File: config.mk
export PLATFORM = sky130hd
export DESIGN_NAME = ctrl_rx_gen_flat
export DESIGN_NICKNAME = d
export VERILOG_FILES = /design/src/rtl/ctrl_rx_gen_if.sv /design/src/rtl/ctrl_rx_gen.sv /design/src/flat_wrapper.sv
export SDC_FILE = /design/constraint.sdc
export NUM_CORES = 1
export LEC_CHECK = 0
export ABC_AREA = 1
export CAP_MARGIN = 40
export CELL_PAD_IN_SITES_DETAIL_PLACEMENT = 2
export CELL_PAD_IN_SITES_GLOBAL_PLACEMENT = 2
export CORE_UTILIZATION = 25
export CTS_CLUSTER_DIAMETER = 150
export DETAILED_ROUTE_END_ITERATION = 6
export DONT_BUFFER_PORTS = 1
export PLACE_DENSITY_LB_ADDON = 0.08
export SYNTH_ARGS = -nofsm -noshare
export SYNTH_HDL_FRONTEND = slang
export SYNTH_SLANG_ARGS = --single-unit
File: constraint.sdc
create_clock -name CLK -period 1.51 [get_ports CLK]
set_input_delay 0.0755 -clock CLK [delete_from_list [all_inputs] [get_ports CLK]]
set_output_delay 0.0755 -clock CLK [all_outputs]
set_load 0.02 [all_outputs]
File: src/rtl/ctrl_rx_gen_if.sv
// Bundle between the received-word source / result path and the ctrl_rx_gen
// command decoder; master is the word source side, slave is the decoder.
interface ctrl_rx_gen_if #(
  parameter int DATA_W = 8,
  parameter int ADDR_W = 4,
  parameter int FUN_W  = 4
) ();
  logic [DATA_W-1:0] RX_P_DATA;
  logic              RX_D_Valid;
  logic              Busy;
  logic              ALU_EN;
  logic [FUN_W-1:0]  ALU_FUN;
  logic              CLK_G_EN;
  logic              WrEn;
  logic              RdEn;
  logic [ADDR_W-1:0] Addr;
  logic [DATA_W-1:0] WrData;
  logic              Cmd_Err;
  logic              Frame_Busy;

  modport master (
    output RX_P_DATA, RX_D_Valid, Busy,
    input  ALU_EN, ALU_FUN, CLK_G_EN, WrEn, RdEn, Addr, WrData, Cmd_Err, Frame_Busy
  );

  modport slave (
    input  RX_P_DATA, RX_D_Valid, Busy,
    output ALU_EN, ALU_FUN, CLK_G_EN, WrEn, RdEn, Addr, WrData, Cmd_Err, Frame_Busy
  );
endinterface

File: src/rtl/ctrl_rx_gen.sv
// Frame decoder for received command words: drives register writes/reads and
// ALU starts, aborting frames that stall longer than TO_CYC idle cycles.
module ctrl_rx_gen #(
  parameter int DATA_W = 8,
  parameter int ADDR_W = 4,
  parameter int FUN_W  = 4,
  parameter int TO_W   = 8,
  parameter int TO_CYC = 200
) (
  input logic          CLK,
  input logic          RST,
  ctrl_rx_gen_if.slave bus
);

  typedef enum logic [2:0] {
    IDLE     = 3'd0,
    WR_ADDR  = 3'd1,
    WR_DATA  = 3'd2,
    RD_ADDR  = 3'd3,
    ALU_A    = 3'd4,
    ALU_B    = 3'd5,
    ALU_FUN  = 3'd6,
    ALU_WAIT = 3'd7
  } state_t;

  localparam logic [7:0]        OP_WR    = 8'hAA;
  localparam logic [7:0]        OP_RD    = 8'hBB;
  localparam logic [7:0]        OP_ALU   = 8'hCC;
  localparam logic [7:0]        OP_ALU_N = 8'hDD;
  localparam logic [TO_W-1:0]   TO_LAST  = TO_W'(TO_CYC - 1);
  localparam logic [TO_W-1:0]   TO_ONE   = {{(TO_W-1){1'b0}}, 1'b1};
  localparam logic [ADDR_W-1:0] ADDR_ONE = {{(ADDR_W-1){1'b0}}, 1'b1};

  state_t            state_r, state_nx_s;
  logic [ADDR_W-1:0] addr_lat_r, addr_lat_nx_s;
  logic [FUN_W-1:0]  fun_lat_r, fun_lat_nx_s;
  logic [TO_W-1:0]   to_cnt_r, to_cnt_nx_s;

  logic              wr_en_s, rd_en_s, alu_en_s, cmd_err_s;
  logic [ADDR_W-1:0] addr_s;
  logic [DATA_W-1:0] wr_data_s;
  logic [FUN_W-1:0]  alu_fun_s;
  logic              clk_g_en_s;

  logic              wr_en_r, rd_en_r, alu_en_r, cmd_err_r, clk_g_en_r, frame_busy_r;
  logic [ADDR_W-1:0] addr_r;
  logic [DATA_W-1:0] wr_data_r;
  logic [FUN_W-1:0]  alu_fun_r;

  logic              valid_s, in_frame_s, timeout_s;
  logic [7:0]        rx_byte_s;

  assign valid_s    = bus.RX_D_Valid;
  assign rx_byte_s  = bus.RX_P_DATA[7:0];
  // ALU_WAIT is exempt from the idle timeout; it only waits on Busy.
  assign in_frame_s = (state_r != IDLE) && (state_r != ALU_WAIT);
  assign timeout_s  = in_frame_s && !valid_s && (to_cnt_r == TO_LAST);

  // Idle-cycle counter next value, saturating.
  always_comb begin
    to_cnt_nx_s = to_cnt_r;
    if (!in_frame_s || valid_s || timeout_s) begin
      to_cnt_nx_s = '0;
    end else if (to_cnt_r != {TO_W{1'b1}}) begin
      to_cnt_nx_s = to_cnt_r + TO_ONE;
    end else begin
      to_cnt_nx_s = to_cnt_r;
    end
  end

  // Frame FSM next state and next values of the registered outputs.
  always_comb begin
    state_nx_s    = state_r;
    addr_lat_nx_s = addr_lat_r;
    fun_lat_nx_s  = fun_lat_r;
    wr_en_s       = 1'b0;
    rd_en_s       = 1'b0;
    alu_en_s      = 1'b0;
    cmd_err_s     = 1'b0;
    addr_s        = '0;
    wr_data_s     = '0;
    alu_fun_s     = '0;
    case (state_r)
      IDLE: begin
        if (valid_s) begin
          case (rx_byte_s)
            OP_WR:    state_nx_s = WR_ADDR;
            OP_RD:    state_nx_s = RD_ADDR;
            OP_ALU:   state_nx_s = ALU_A;
            OP_ALU_N: state_nx_s = ALU_FUN;
            default:  cmd_err_s  = 1'b1;
          endcase
        end else begin
          state_nx_s = IDLE;
        end
      end
      WR_ADDR: begin
        if (valid_s) begin
          addr_lat_nx_s = bus.RX_P_DATA[ADDR_W-1:0];
          state_nx_s    = WR_DATA;
        end else if (timeout_s) begin
          cmd_err_s  = 1'b1;
          state_nx_s = IDLE;
        end else begin
          state_nx_s = WR_ADDR;
        end
      end
      WR_DATA: begin
        if (valid_s) begin
          wr_en_s    = 1'b1;
          addr_s     = addr_lat_r;
          wr_data_s  = bus.RX_P_DATA;
          state_nx_s = IDLE;
        end else if (timeout_s) begin
          cmd_err_s  = 1'b1;
          state_nx_s = IDLE;
        end else begin
          state_nx_s = WR_DATA;
        end
      end
      RD_ADDR: begin
        if (valid_s) begin
          rd_en_s    = 1'b1;
          addr_s     = bus.RX_P_DATA[ADDR_W-1:0];
          state_nx_s = IDLE;
        end else if (timeout_s) begin
          cmd_err_s  = 1'b1;
          state_nx_s = IDLE;
        end else begin
          state_nx_s = RD_ADDR;
        end
      end
      ALU_A: begin
        if (valid_s) begin
          wr_en_s    = 1'b1;
          addr_s     = '0;
          wr_data_s  = bus.RX_P_DATA;
          state_nx_s = ALU_B;
        end else if (timeout_s) begin
          cmd_err_s  = 1'b1;
          state_nx_s = IDLE;
        end else begin
          state_nx_s = ALU_A;
        end
      end
      ALU_B: begin
        if (valid_s) begin
          wr_en_s    = 1'b1;
          addr_s     = ADDR_ONE;
          wr_data_s  = bus.RX_P_DATA;
          state_nx_s = ALU_FUN;
        end else if (timeout_s) begin
          cmd_err_s  = 1'b1;
          state_nx_s = IDLE;
        end else begin
          state_nx_s = ALU_B;
        end
      end
      ALU_FUN: begin
        if (valid_s) begin
          fun_lat_nx_s = bus.RX_P_DATA[FUN_W-1:0];
          if (!bus.Busy) begin
            alu_en_s   = 1'b1;
            alu_fun_s  = bus.RX_P_DATA[FUN_W-1:0];
            state_nx_s = IDLE;
          end else begin
            state_nx_s = ALU_WAIT;
          end
        end else if (timeout_s) begin
          cmd_err_s  = 1'b1;
          state_nx_s = IDLE;
        end else begin
          state_nx_s = ALU_FUN;
        end
      end
      ALU_WAIT: begin
        // A word arriving here is dropped but flagged; release still follows Busy.
        if (valid_s) begin
          cmd_err_s = 1'b1;
        end else begin
          cmd_err_s = 1'b0;
        end
        if (!bus.Busy) begin
          alu_en_s   = 1'b1;
          alu_fun_s  = fun_lat_r;
          state_nx_s = IDLE;
        end else begin
          state_nx_s = ALU_WAIT;
        end
      end
      default: begin
        state_nx_s = IDLE;
      end
    endcase
  end

  // Gate enable covers the ALU frame states plus the start pulse cycle.
  always_comb begin
    clk_g_en_s = alu_en_s;
    case (state_nx_s)
      ALU_A, ALU_B, ALU_FUN, ALU_WAIT: clk_g_en_s = 1'b1;
      default:                         clk_g_en_s = alu_en_s;
    endcase
  end

  // State, latches, counter and output registers with synchronous reset.
  always_ff @(posedge CLK) begin
    if (!RST) begin
      state_r      <= IDLE;
      addr_lat_r   <= '0;
      fun_lat_r    <= '0;
      to_cnt_r     <= '0;
      wr_en_r      <= 1'b0;
      rd_en_r      <= 1'b0;
      alu_en_r     <= 1'b0;
      cmd_err_r    <= 1'b0;
      clk_g_en_r   <= 1'b0;
      frame_busy_r <= 1'b0;
      addr_r       <= '0;
      wr_data_r    <= '0;
      alu_fun_r    <= '0;
    end else begin
      state_r      <= state_nx_s;
      addr_lat_r   <= addr_lat_nx_s;
      fun_lat_r    <= fun_lat_nx_s;
      to_cnt_r     <= to_cnt_nx_s;
      wr_en_r      <= wr_en_s;
      rd_en_r      <= rd_en_s;
      alu_en_r     <= alu_en_s;
      cmd_err_r    <= cmd_err_s;
      clk_g_en_r   <= clk_g_en_s;
      frame_busy_r <= (state_nx_s != IDLE);
      addr_r       <= addr_s;
      wr_data_r    <= wr_data_s;
      alu_fun_r    <= alu_fun_s;
    end
  end

  assign bus.WrEn       = wr_en_r;
  assign bus.RdEn       = rd_en_r;
  assign bus.ALU_EN     = alu_en_r;
  assign bus.Cmd_Err    = cmd_err_r;
  assign bus.CLK_G_EN   = clk_g_en_r;
  assign bus.Frame_Busy = frame_busy_r;
  assign bus.Addr       = addr_r;
  assign bus.WrData     = wr_data_r;
  assign bus.ALU_FUN    = alu_fun_r;

endmodule

File: src/flat_wrapper.sv
// flat-port wrapper written by rule: the top's interface ports become plain ports
module ctrl_rx_gen_flat 
#(
  parameter int DATA_W = 8,
  parameter int ADDR_W = 4,
  parameter int FUN_W  = 4,
  parameter int TO_W   = 8,
  parameter int TO_CYC = 200
)
  (CLK, RST, bus_RX_P_DATA, bus_RX_D_Valid, bus_Busy, bus_ALU_EN, bus_ALU_FUN, bus_CLK_G_EN, bus_WrEn, bus_RdEn, bus_Addr, bus_WrData, bus_Cmd_Err, bus_Frame_Busy);
  ctrl_rx_gen_if #(.DATA_W(DATA_W), .ADDR_W(ADDR_W), .FUN_W(FUN_W)) bus_i ();
  input logic CLK;
  input logic RST;
  input wire logic [$bits(bus_i.RX_P_DATA)-1:0] bus_RX_P_DATA;
  input wire logic [$bits(bus_i.RX_D_Valid)-1:0] bus_RX_D_Valid;
  input wire logic [$bits(bus_i.Busy)-1:0] bus_Busy;
  output wire logic [$bits(bus_i.ALU_EN)-1:0] bus_ALU_EN;
  output wire logic [$bits(bus_i.ALU_FUN)-1:0] bus_ALU_FUN;
  output wire logic [$bits(bus_i.CLK_G_EN)-1:0] bus_CLK_G_EN;
  output wire logic [$bits(bus_i.WrEn)-1:0] bus_WrEn;
  output wire logic [$bits(bus_i.RdEn)-1:0] bus_RdEn;
  output wire logic [$bits(bus_i.Addr)-1:0] bus_Addr;
  output wire logic [$bits(bus_i.WrData)-1:0] bus_WrData;
  output wire logic [$bits(bus_i.Cmd_Err)-1:0] bus_Cmd_Err;
  output wire logic [$bits(bus_i.Frame_Busy)-1:0] bus_Frame_Busy;
  assign bus_i.RX_P_DATA = bus_RX_P_DATA;
  assign bus_i.RX_D_Valid = bus_RX_D_Valid;
  assign bus_i.Busy = bus_Busy;
  assign bus_ALU_EN = bus_i.ALU_EN;
  assign bus_ALU_FUN = bus_i.ALU_FUN;
  assign bus_CLK_G_EN = bus_i.CLK_G_EN;
  assign bus_WrEn = bus_i.WrEn;
  assign bus_RdEn = bus_i.RdEn;
  assign bus_Addr = bus_i.Addr;
  assign bus_WrData = bus_i.WrData;
  assign bus_Cmd_Err = bus_i.Cmd_Err;
  assign bus_Frame_Busy = bus_i.Frame_Busy;
  ctrl_rx_gen #(.DATA_W(DATA_W), .ADDR_W(ADDR_W), .FUN_W(FUN_W), .TO_W(TO_W), .TO_CYC(TO_CYC)) u_core (.CLK(CLK), .RST(RST), .bus(bus_i));
endmodule
* Yosys cells after proc, flatten, opt, wreduce, memory -nomap -nowiden
Index checks and enable logic that the tools add are counted. W data, S select, Z words.
Storage, ports and cells: register bits 41, output and inout port bits 22, input bits 12, logic and storage cells 87
Cells by class: mux-type cells 34, reductions and logical operators 20, $add $sub $neg 1, bitwise logic cells 1, equal/unequal tests 18
Operators by type and width (number):
- $eq A8 B8 Y1 const B | 5
- $mux W3 | 11
- $eq A3 B3 Y1 const B | 8
- $pmux W3 S8 | 1
- $mux W4 | 5
- $pmux W3 S4 | 1
- $pmux W4 S3 | 1
- $mux W1 | 10
- $add A8 B1 Y8 const B | 1
- $ne A8 B8 Y1 const B | 1
- $pmux W4 S2 | 1
- $reduce_and A2 Y1 | 4
- $reduce_or A4 Y1 | 2
- $eq A3 B2 Y1 const B | 2
- $reduce_bool A3 Y1 | 2
- $reduce_or A6 Y1 | 1
- $mux W2 | 2
- $eq A3 B1 Y1 const B | 1
- $logic_and A1 B1 Y1 | 3
- $logic_not A3 Y1 | 1
- $ne A3 B3 Y1 const B | 1
- $pmux W1 S3 | 1
- $reduce_and A3 Y1 | 1
- $reduce_or A3 Y1 | 1
- other kinds (5) | 7

* Longest topological paths before layout
Gate-level depths: netlist (run 1).
depth in word-level cells 10, gate-level depth with buffers 11, gate-level depth less buffers 10

* Worst setup path before layout (run 1)
OpenSTA, ideal clock, no wires.
kind register to register, start register u_core.to_cnt_r[0], end register u_core.frame_busy_r, in the netlist u_core.bus.Frame_Busy, arrival time 1200 ps, buffers on the path 0, slack 190 ps, stages on the path, launching flop included 11, period minus slack after synthesis 1320 ps, setup time 120 ps, data required time 1390 ps, path through dfxtp_1 > ha_1 > inv_1 > nor2_1 > nand2_2 > nor2_2 > nor2_1 > nor2_1 > nand2_1 > nand2_2 > nand3_1
On the way: cells in the longest elaborated chain, start to end 6, elaborated cells on any way between the ends 16, classes of those cells eq/ne (1); mux (13); reduce/logical (2)
Ends and longest elaborated chain:
- start: declaration | line ctrl_rx_gen.sv:37 | logic [TO_W-1:0] to_cnt_r, to_cnt_nx_s;
- start signal: assignment | line ctrl_rx_gen.sv:226 | to_cnt_r <= to_cnt_nx_s;
- $eq A8 B8 Y1 (*) | line ctrl_rx_gen.sv:57 | assign timeout_s = in_frame_s && !valid_s && (to_cnt_r == TO_LAST);
- $logic_and A1 B1 Y1 (*) | line ctrl_rx_gen.sv:57
- $mux W3 (tied with other cells) | line ctrl_rx_gen.sv:152 | end else if (timeout_s) begin
- $mux W3 (tied with other cells) | line ctrl_rx_gen.sv:147 | if (valid_s) begin
- $pmux W3 S8 (*) | line ctrl_rx_gen.sv:83 | case (state_r)
- $reduce_bool A3 Y1 (*) | line ctrl_rx_gen.sv:232 | frame_busy_r <= (state_nx_s != IDLE);
- end signal: assignment | line ctrl_rx_gen.sv:232
- end: declaration | line ctrl_rx_gen.sv:45 | logic wr_en_r, rd_en_r, alu_en_r, cmd_err_r, clk_g_en_r, frame_busy_r;
Mark *: on every way between the ends. The rest lies on a longest branch, timed or not. A chain may end at the register's enable or synchronous reset.

* Final worst setup path (run 1)
start input bus_RX_P_DATA[0], end register u_core.frame_busy_r, in the netlist u_core.bus.Frame_Busy
On the way: cells in the longest elaborated chain, start to end 5, elaborated cells on any way between the ends 8, classes of those cells eq/ne (4); mux (3); reduce/logical (1)
Ends and longest elaborated chain:
- start: declaration | line flat_wrapper.sv:14 | input wire logic [$bits(bus_i.RX_P_DATA)-1:0] bus_RX_P_DATA;
- $eq A8 B8 Y1 | line ctrl_rx_gen.sv:86 | case (rx_byte_s)
- $pmux W3 S4 (*) | line ctrl_rx_gen.sv:86
- $mux W3 (*) | line ctrl_rx_gen.sv:85 | if (valid_s) begin
- $pmux W3 S8 (*) | line ctrl_rx_gen.sv:83
- $reduce_bool A3 Y1 (*) | line ctrl_rx_gen.sv:232
Marked as above.

==> results of run 1 <==
worst max path at each step:
stage,start,to,cells past startpoint,slack [ps]
6_report,bus_RX_P_DATA[0],u_core.bus.Frame_Busy,10,120
5_1_grt,bus_RX_P_DATA[0],u_core.bus.CLK_G_EN,10,10
4_1_cts,u_core.to_cnt_r[6],u_core.bus.Frame_Busy,9,10
3_5_place_dp,u_core.to_cnt_r[0],u_core.bus.Frame_Busy,10,-1
3_3_place_gp,u_core.to_cnt_r[0],u_core.bus.Frame_Busy,10,70
2_1_floorplan,u_core.to_cnt_r[0],u_core.bus.Frame_Busy,10,190
layout make-up:
cell class / count / area (µm²)
timing repair buffer: 22 / 193
clock inverter: 3 / 22.5
inverter: 40 / 151
sequential: 41 / 831
fill: 798 / 4640
multi-input combinational: 156 / 805
tap: 96 / 120
clock buffer: 5 / 68.8
sequential cells by signal, indices dropped and copies added (netlist names):
signal	count
u_core.bus.CLK_G_EN	1
u_core.to_cnt_r	8
u_core.bus.Cmd_Err	1
u_core.addr_lat_r	4
u_core.bus.Addr	4
u_core.bus.WrEn	1
u_core.state_r	3
u_core.bus.ALU_EN	1
u_core.bus.Frame_Busy	1
u_core.bus.ALU_FUN	4
u_core.fun_lat_r	4
u_core.bus.RdEn	1
u_core.bus.WrData	8
routing by layer:
layer / wire [µm] / global-route usage / part of all wire
met1: 2690 / 0.203 / 0.51
met5: 0 / 0 / 0
met4: 41 / 0.0364 / 0.0078
met3: 168 / 0.0486 / 0.032
met2: 2330 / 0.236 / 0.45
per-stage QoR:
stage | setup slack [ps] | cell area, µm² | instances | utilization
floorplan | 190 | 1770 | 242 | -
global placement | 67.7 | 1920 | 341 | 0.282
detailed placement | -1.23 | 1920 | 341 | 0.282
CTS | 11.5 | 2130 | 360 | 0.311
global route | 11.8 | 2190 | 363 | 0.321
finish | 125 | 2190 | 363 | 0.321
cells by family after synthesis:
| kind of cell | count (synthesis) | synth area share |
|---|---|---|
| AND/OR/NAND/NOR | 115 | 0.294 |
| buffers and inverters | 45 | 0.103 |
| flip-flops | 41 | 0.463 |
| AO/OA/AOI/OAI | 37 | 0.118 |
| XOR/XNOR | 3 | 0.0148 |
| adder cells (fa/ha/maj) | 1 | 0.00705 |
worst max-delay path, delay by kind of cell:
kind,cells,cell delay [ps]
simple gates,8,790
buf+inv,2,770
power by group:
part / internal [mW] / switching [mW] / total, mW / leakage (nW)
registers: 1.09 / 0.0104 / 1.10 / 0.334
logic: 0.0388 / 0.0668 / 0.106 / 0.603
clock network: 0.328 / 0.406 / 0.734 / 0.0481
total: 1.45 / 0.483 / 1.94 / 0.984
placed cells by master (no fill, tap or decap), drive strengths merged:
cell type	n
a21oi	23
a22oi	1
a32oi	1
buf	11
clkbuf	5
clkinv	4
dfxtp	41
dlygate4sd3	11
ha	1
inv	39
nand2	43
nand3	24
nand4	4
nor2	38
nor3	4
nor4	1
o2111ai	1
o21ai	10
o31ai	1
or2	1
xnor2	1
xor2	2
timing repair:
item | 4_1_cts | 5_1_grt
gates resized for setup | 1 | 15
cloned | 0 | 0
hold endpoints to repair | 32 | 0
hold buffers | 11 | 0
setup endpoints to repair | 1 | 17
pin swaps | 0 | 2
buffers inserted | 0 | 3
==> results.ini, run 1 <==
[setup_path]
crit_type = in2reg
start_kind = input port
cp_slowest_cell = dlygate4sd3_1
max_stage_delay_ps = 620
r2r-start = u_core.to_cnt_r[0]
cp.arrival_ps = 1630
worstPathMaxFanout = 4
worstReg2RegEnd = u_core.bus.Frame_Busy
worstPathCellList = dlygate4sd3_1 -> inv_1 -> nand2_1 -> nand2_1 -> nand4_1 -> nand3_1 -> nand3_1 -> nand2_1 -> nand2_2 -> nand3_1
reg2regPathDepth = 9
rrSetupSlack_ps = 140
end_kind = register
crit_required_ps = 1750

[cts]
htreeDepth = 2
cts.sinks = 41
cts_tree = built
clockBufferDepth = 2
path_clk_slew_ps = 90
cts_buffers = 5
root_buffer = clkbuf_8
clk_latency_ps = 300

[cells_and_area]
final_layout_size_suffix_gt1_frac = 0.199
syn2layout_area_growth_pct = 23.5
diodes = 0
nets = 279

[synthesis]
syn_inst = 242
synth_largest_area_cell = dfxtp_1
synth_flop_cell = dfxtp_1
synth_edf_count = 0
synthArstFlopShare = 0
synth_seq_area_share = 0.463
ys_top_cells_by_count = 41 x dfxtp_1, 39 x nand2_1, 35 x inv_1, 34 x nor2_1, 22 x a21oi_1
avgSynthCellArea_um2 = 7.33
ys.warnings.count = 0
synthTopCellsByArea = dfxtp_1 46%, nand2_1 8.3%, inv_1 7.4%
yosysMostFrequentCell = dfxtp_1
synth_cell_types = 30
syn_area_mm2 = 0.00177
synth-seq-cells = 41
synthesis.nets = 255
yosysTopAreaCellShare = 0.463

[routing]
drc = 0
drt-total-wl_um = 5220
ant_nets = 0
drt-pass1-iter-count = 4
drt_first_iter_violations = 45
wl_per_cell_um = 14.4
routed_via_density = 4.45
vias = 1616

[sta]
fin_crit_sh = 0.917
setup_violations = 0
layout_min_cycle_time_ps = 1390
rsz0062_at_grt = no
timing.fmax_mhz = 722
relSlewSlack = 0.683
finalMaxSlewViolations = 0
hold_violations = 0
hold_ws_ps = 39.6
worst_pin_slew_ps = 474
fin_tns_setup_ps = 0
fin_skew_ps = 9.58

[global_route]
grt_max_degree = 15
grt_pass1_wl_um = 8490
grt_overflow = 0
grt_antenna_before_repair = 0
grt_pass1_vias = 1688
grt_util_all_layers = 0.151

[pwr]
cellPowerDensity_mw_per_mm2 = 884
irDropWorstVdd_mv = 0.426
power_mw = 1.94
leakage_nw = 0.984

[worst_hold_path]
min_from = bus_Busy
hp-class = in2reg
hold_path_depth = 3
min_to = u_core.bus.ALU_EN

[place]
portBuffers = 0
place_congestion = 0.708
dp_hpwl_um = 3780

[flow_run]
cap_violations = 0

[die]
initial_core_util = 0.260
die_x_um = 86.2
fp-row-count = 30
ios = 34
core_mm2 = 0.00683
die_h_um = 86.2
die-area_mm2 = 0.00744

[outcome]
status = finished, final reports clean

Note: power is estimated with default switching activity, not from simulation.
==> inputs of run 2 (changes only) <==
--- a/config.mk
+++ b/config.mk
@@ -9,7 +9,7 @@
 export CAP_MARGIN = 40
 export CELL_PAD_IN_SITES_DETAIL_PLACEMENT = 2
 export CELL_PAD_IN_SITES_GLOBAL_PLACEMENT = 2
-export CORE_UTILIZATION = 25
+export CORE_UTILIZATION = 30
 export CTS_CLUSTER_DIAMETER = 150
 export DETAILED_ROUTE_END_ITERATION = 6
 export DONT_BUFFER_PORTS = 1
==> results.ini, run 2 (same netlist as run 1, synthesis figures left out) <==
[place]
dp.cells = 315
portBuffers = 0
place_congestion = 0.717
placed_cell_area_mm2 = 0.00188
dp_hpwl_um = 3670

[routing]
drt-total-wl_um = 5000
drt-pass1-iter-count = 3
wl_per_cell_um = 15.0
vias = 1589
drt_first_iter_violations = 13
ant_nets = 0
drc = 0
routed_via_density = 4.77

[setup_path]
reg2regPathDepth = 5
path_delay_family = buffers and inverters
rrSetupSlack_ps = 60
cp_slowest_cell = dlygate4sd3_1
cp.arrival_ps = 1680
crit_type = reg2reg
crit_required_ps = 1730
worstReg2RegEnd = u_core.bus.Cmd_Err
max_stage_delay_ps = 560
worstPathCellList = inv_1 -> nand3_2 -> nand2_1 -> dlygate4sd3_1 -> a21oi_1
end_kind = register
r2r-start = u_core.state_r[2]
start_kind = register
path_buf_inv = 2
worstPathMaxFanout = 6

[die]
core_mm2 = 0.00561
initial_core_util = 0.316
die_h_um = 78.9
die_x_um = 78.9
fp-row-count = 27
ios = 34
die-area_mm2 = 0.00623

[cells_and_area]
finalNonFillerCells = 333
fin_util = 0.374
layout_common_cells = 39 x nand2_1, 36 x dfxtp_1, 33 x inv_1
diodes = 0
final_common_cell = nand2_1
nets = 275
design_area_mm2 = 0.00210
syn2layout_area_growth_pct = 18.3
final_layout_size_suffix_gt1_frac = 0.172

[outcome]
violations = hold timing
status = finished with violations

[pwr]
cellPowerDensity_mw_per_mm2 = 883
irDropWorstVdd_mv = 0.338
leakage_nw = 0.952
power_mw = 1.85

[cts]
cts_tree = built
clk_latency_ps = 290
cts.sinks = 41
clockBufferDepth = 2
htreeDepth = 2
cts_buffers = 5
path_clk_slew_ps = 70
root_buffer = clkbuf_8

[global_route]
grt_max_degree = 14
grt_antenna_before_repair = 0
grt_util_all_layers = 0.174
grt_pass1_vias = 1631
grt_overflow = 0
grt_pass1_wl_um = 8100

[flow_run]
cap_violations = 0

[sta]
hold_violations = 12
timing.fmax_mhz = 688
hold_ws_ps = -83.3
setup_violations = 0
relSlewSlack = 0.739
layout_min_cycle_time_ps = 1450
fin_skew_ps = 2.81
worst_pin_slew_ps = 388
fin_crit_sh = 0.962
finalMaxSlewViolations = 0

[worst_hold_path]
min_to = u_core.state_r[1]
min_from = RST
hold_path_depth = 2
hp-class = in2reg

## run 2: metrics by stage
stage | setup slack, ps | TNS (ps)
2_1_floorplan | 190 | 0
3_3_place_gp | 80.2 | 0
3_5_place_dp | 19.9 | 0
4_1_cts | 7.55 | 0
5_1_grt | -25.5 | -31.2
6_report | 57.5 | 0
## run 2: power breakdown
part           switching [mW]  internal (mW)  total, mW  leakage, nW
combinational          0.0587         0.0363     0.0950        0.579
clock                   0.357          0.304      0.662       0.0399
sequential             0.0105           1.09       1.10        0.333
total                   0.427           1.43       1.85        0.952
## run 2: timing repair
item	CTS	global route
setup buffers	0	2
cloned	0	0
endpoints found under the hold margin	29	12
endpoints found under the setup margin	1	20
hold buffers	9	1
pin swaps	0	2
resized for setup	1	12
## run 2: layer usage
metal | wire, µm | global-route usage | up-vias
li1 | - | - | 805
met1 | 2350 | 0.221 | 758
met2 | 2460 | 0.284 | 20
met3 | 124 | 0.0448 | 6
met4 | 62 | 0.0600 | 0
met5 | 0 | 0 | -
## run 2: worst max-delay path by stage
stage	startpoint	depth (start not counted)	slack (ps)	endpoint
after floorplan	u_core.to_cnt_r[0]	10	190	u_core.bus.Frame_Busy
after global placement	u_core.to_cnt_r[0]	10	80	u_core.bus.Frame_Busy
after detailed placement	u_core.to_cnt_r[0]	10	20	u_core.bus.Frame_Busy
after CTS	u_core.to_cnt_r[0]	10	8	u_core.bus.Frame_Busy
after global routing	u_core.state_r[2]	5	-30	u_core.bus.Cmd_Err
final	u_core.state_r[2]	5	60	u_core.bus.Cmd_Err
## run 2: final cells by class
class	instances	area (µm²)
well taps	72	90.1
fillers	689	3510
clock buffers	5	68.8
multi-input cells	156	793
clock inverters	1	5.00
inverters	40	151
repair buffers	18	160
flip-flops and latches	41	830
==> inputs of run 3 (changes only) <==
--- a/config.mk
+++ b/config.mk
@@ -7,12 +7,13 @@
 export LEC_CHECK = 0
 export ABC_AREA = 1
 export CAP_MARGIN = 40
-export CELL_PAD_IN_SITES_DETAIL_PLACEMENT = 2
-export CELL_PAD_IN_SITES_GLOBAL_PLACEMENT = 2
+export CELL_PAD_IN_SITES_DETAIL_PLACEMENT = 0
+export CELL_PAD_IN_SITES_GLOBAL_PLACEMENT = 1
 export CORE_UTILIZATION = 30
 export CTS_CLUSTER_DIAMETER = 150
 export DETAILED_ROUTE_END_ITERATION = 6
 export DONT_BUFFER_PORTS = 1
+export GPL_ROUTABILITY_DRIVEN = 0
 export PLACE_DENSITY_LB_ADDON = 0.08
 export SYNTH_ARGS = -nofsm -noshare
 export SYNTH_HDL_FRONTEND = slang
==> results.ini, run 3 (same netlist as run 1, synthesis figures left out) <==
[cells_and_area]
finalNonFillerCells = 333
layout_common_cells = 39 x nand2_1, 38 x dfxtp_1, 33 x inv_1
final_layout_size_suffix_gt1_frac = 0.172
multi_input_area_um2 = 801
nets = 273
regArea_um2 = 825
syn2layout_area_growth_pct = 20.9
final_common_cell = nand2_1
design_area_mm2 = 0.00215
fill_cells = 617
diodes = 0

[setup_path]
path_delay_family = simple AND/OR/NAND/NOR gates
crit_top_cell = nand2_1
worstPathMaxFanout = 5
reg2regPathDepth = 10
path_depth = 10
end_kind = register
path_buf_inv = 1
rrSetupSlack_ps = 120
crit_type = reg2reg
crit_required_ps = 1690
start_kind = register
worstPathCellList = ha_4 -> inv_1 -> nor2_2 -> nand2_2 -> nand4_1 -> nand2_1 -> nor2_1 -> nand2_1 -> nand2_1 -> nand3_1
cp.arrival_ps = 1580
cp_slowest_cell = dfxtp_2
max_stage_delay_ps = 380

[pwr]
irDropWorstVdd_mv = 0.468
power_mw = 2.24
leakage_nw = 0.975
cellPowerDensity_mw_per_mm2 = 1050

[die]
fp-row-count = 27
die-area_mm2 = 0.00623
core_mm2 = 0.00561
die_h_um = 78.9
initial_core_util = 0.316
die_x_um = 78.9
ios = 34

[sta]
relSlewSlack = 0.704
fin_crit_sh = 0.922
finalMaxSlewViolations = 0
layout_min_cycle_time_ps = 1390
timing.fmax_mhz = 719
worst_pin_slew_ps = 442
fin_skew_ps = 8.13
rsz0062_at_grt = no
hold_ws_ps = 6.05
setup_violations = 0
fin_tns_setup_ps = 0
hold_violations = 0

[global_route]
grt_pass1_wl_um = 7310
grt_max_degree = 14
grt_pass1_vias = 1484
grt_util_all_layers = 0.156
grt_overflow = 0
grt_antenna_before_repair = 0

[cts]
path_clk_slew_ps = 80
clk_latency_ps = 300
root_buffer = clkbuf_8
cts_buffers = 5
cts_setup_buffers = 0
htreeDepth = 2
cts_tree = built
clockBufferDepth = 2
cts.sinks = 41

[routing]
wl_per_cell_um = 13.1
drt-pass1-iter-count = 4
vias = 1554
drt-total-wl_um = 4370
drc = 0
ant_nets = 0
drt_first_iter_violations = 65
routed_via_density = 4.67

[worst_hold_path]
hold_path_depth = 3
hp-class = in2reg

[outcome]
status = finished, final reports clean

[place]
dp.cells = 315
portBuffers = 0
dp_hpwl_um = 3050
placed_cell_area_mm2 = 0.00188

[flow_run]
cap_violations = 0

-- run 3: cell count changes in the layout (fill, tap and decap cells not counted), sizes merged --
cell / delta
buf: -2
bufinv: +2
-- run 3: area by class of cell --
type	count	area share
Clock inverter	3	0.0303
Inverter	40	0.0706
Clock buffer	5	0.0321
Multi-Input combinational cell	156	0.373
Sequential cell	41	0.384
Timing Repair Buffer	16	0.0676
Tap cell	72	0.0420
-- run 3: stage by stage --
step / util / setup WS [ps]
after floorplan: - / 190
after global placement: 0.335 / 57.4
after detailed placement: 0.335 / 53.8
after CTS: 0.377 / 29.7
after global routing: 0.383 / 10.4
final: 0.383 / 118
-- run 3: timing repair --
action	in CTS	in global routing
endpoints found under the hold margin	29	0
gates resized for setup	0	12
hold buffers	10	0
endpoints found under the setup margin	0	9
-- run 3: power breakdown --
| part | internal, mW | switching, mW | total [mW] |
|---|---|---|---|
| clock | 0.657 | 0.393 | 1.05 |
| combinational | 0.0371 | 0.0605 | 0.0976 |
| sequential | 1.09 | 0.0105 | 1.10 |
-- run 3: worst paths after layout --
check	start	endpoint
max	u_core.to_cnt_r[0]	u_core.bus.Frame_Busy
min	bus_Busy	u_core.bus.ALU_FUN[1]
max reg2reg	u_core.to_cnt_r[0]	u_core.bus.Frame_Busy
min reg2reg	u_core.fun_lat_r[1]	u_core.fun_lat_r[1]
-- run 3: routing by layer --
layer / part of all wire / track usage / vias up
met3: 0.048 / 0.0414 / 5
met5: 0 / 0 / -
met1: 0.47 / 0.202 / 702
met4: 0.013 / 0.0545 / 0
met2: 0.46 / 0.249 / 35
li1: - / - / 812
-- run 3: worst reg2reg max path: cells and delay by family, from the launching register on --
family                   cells  cell delay (ps)
adder cells (fa/ha/maj)      1              150
buffers and inverters        1               40
flip-flops                   1              380
AND/OR/NAND/NOR              8              720
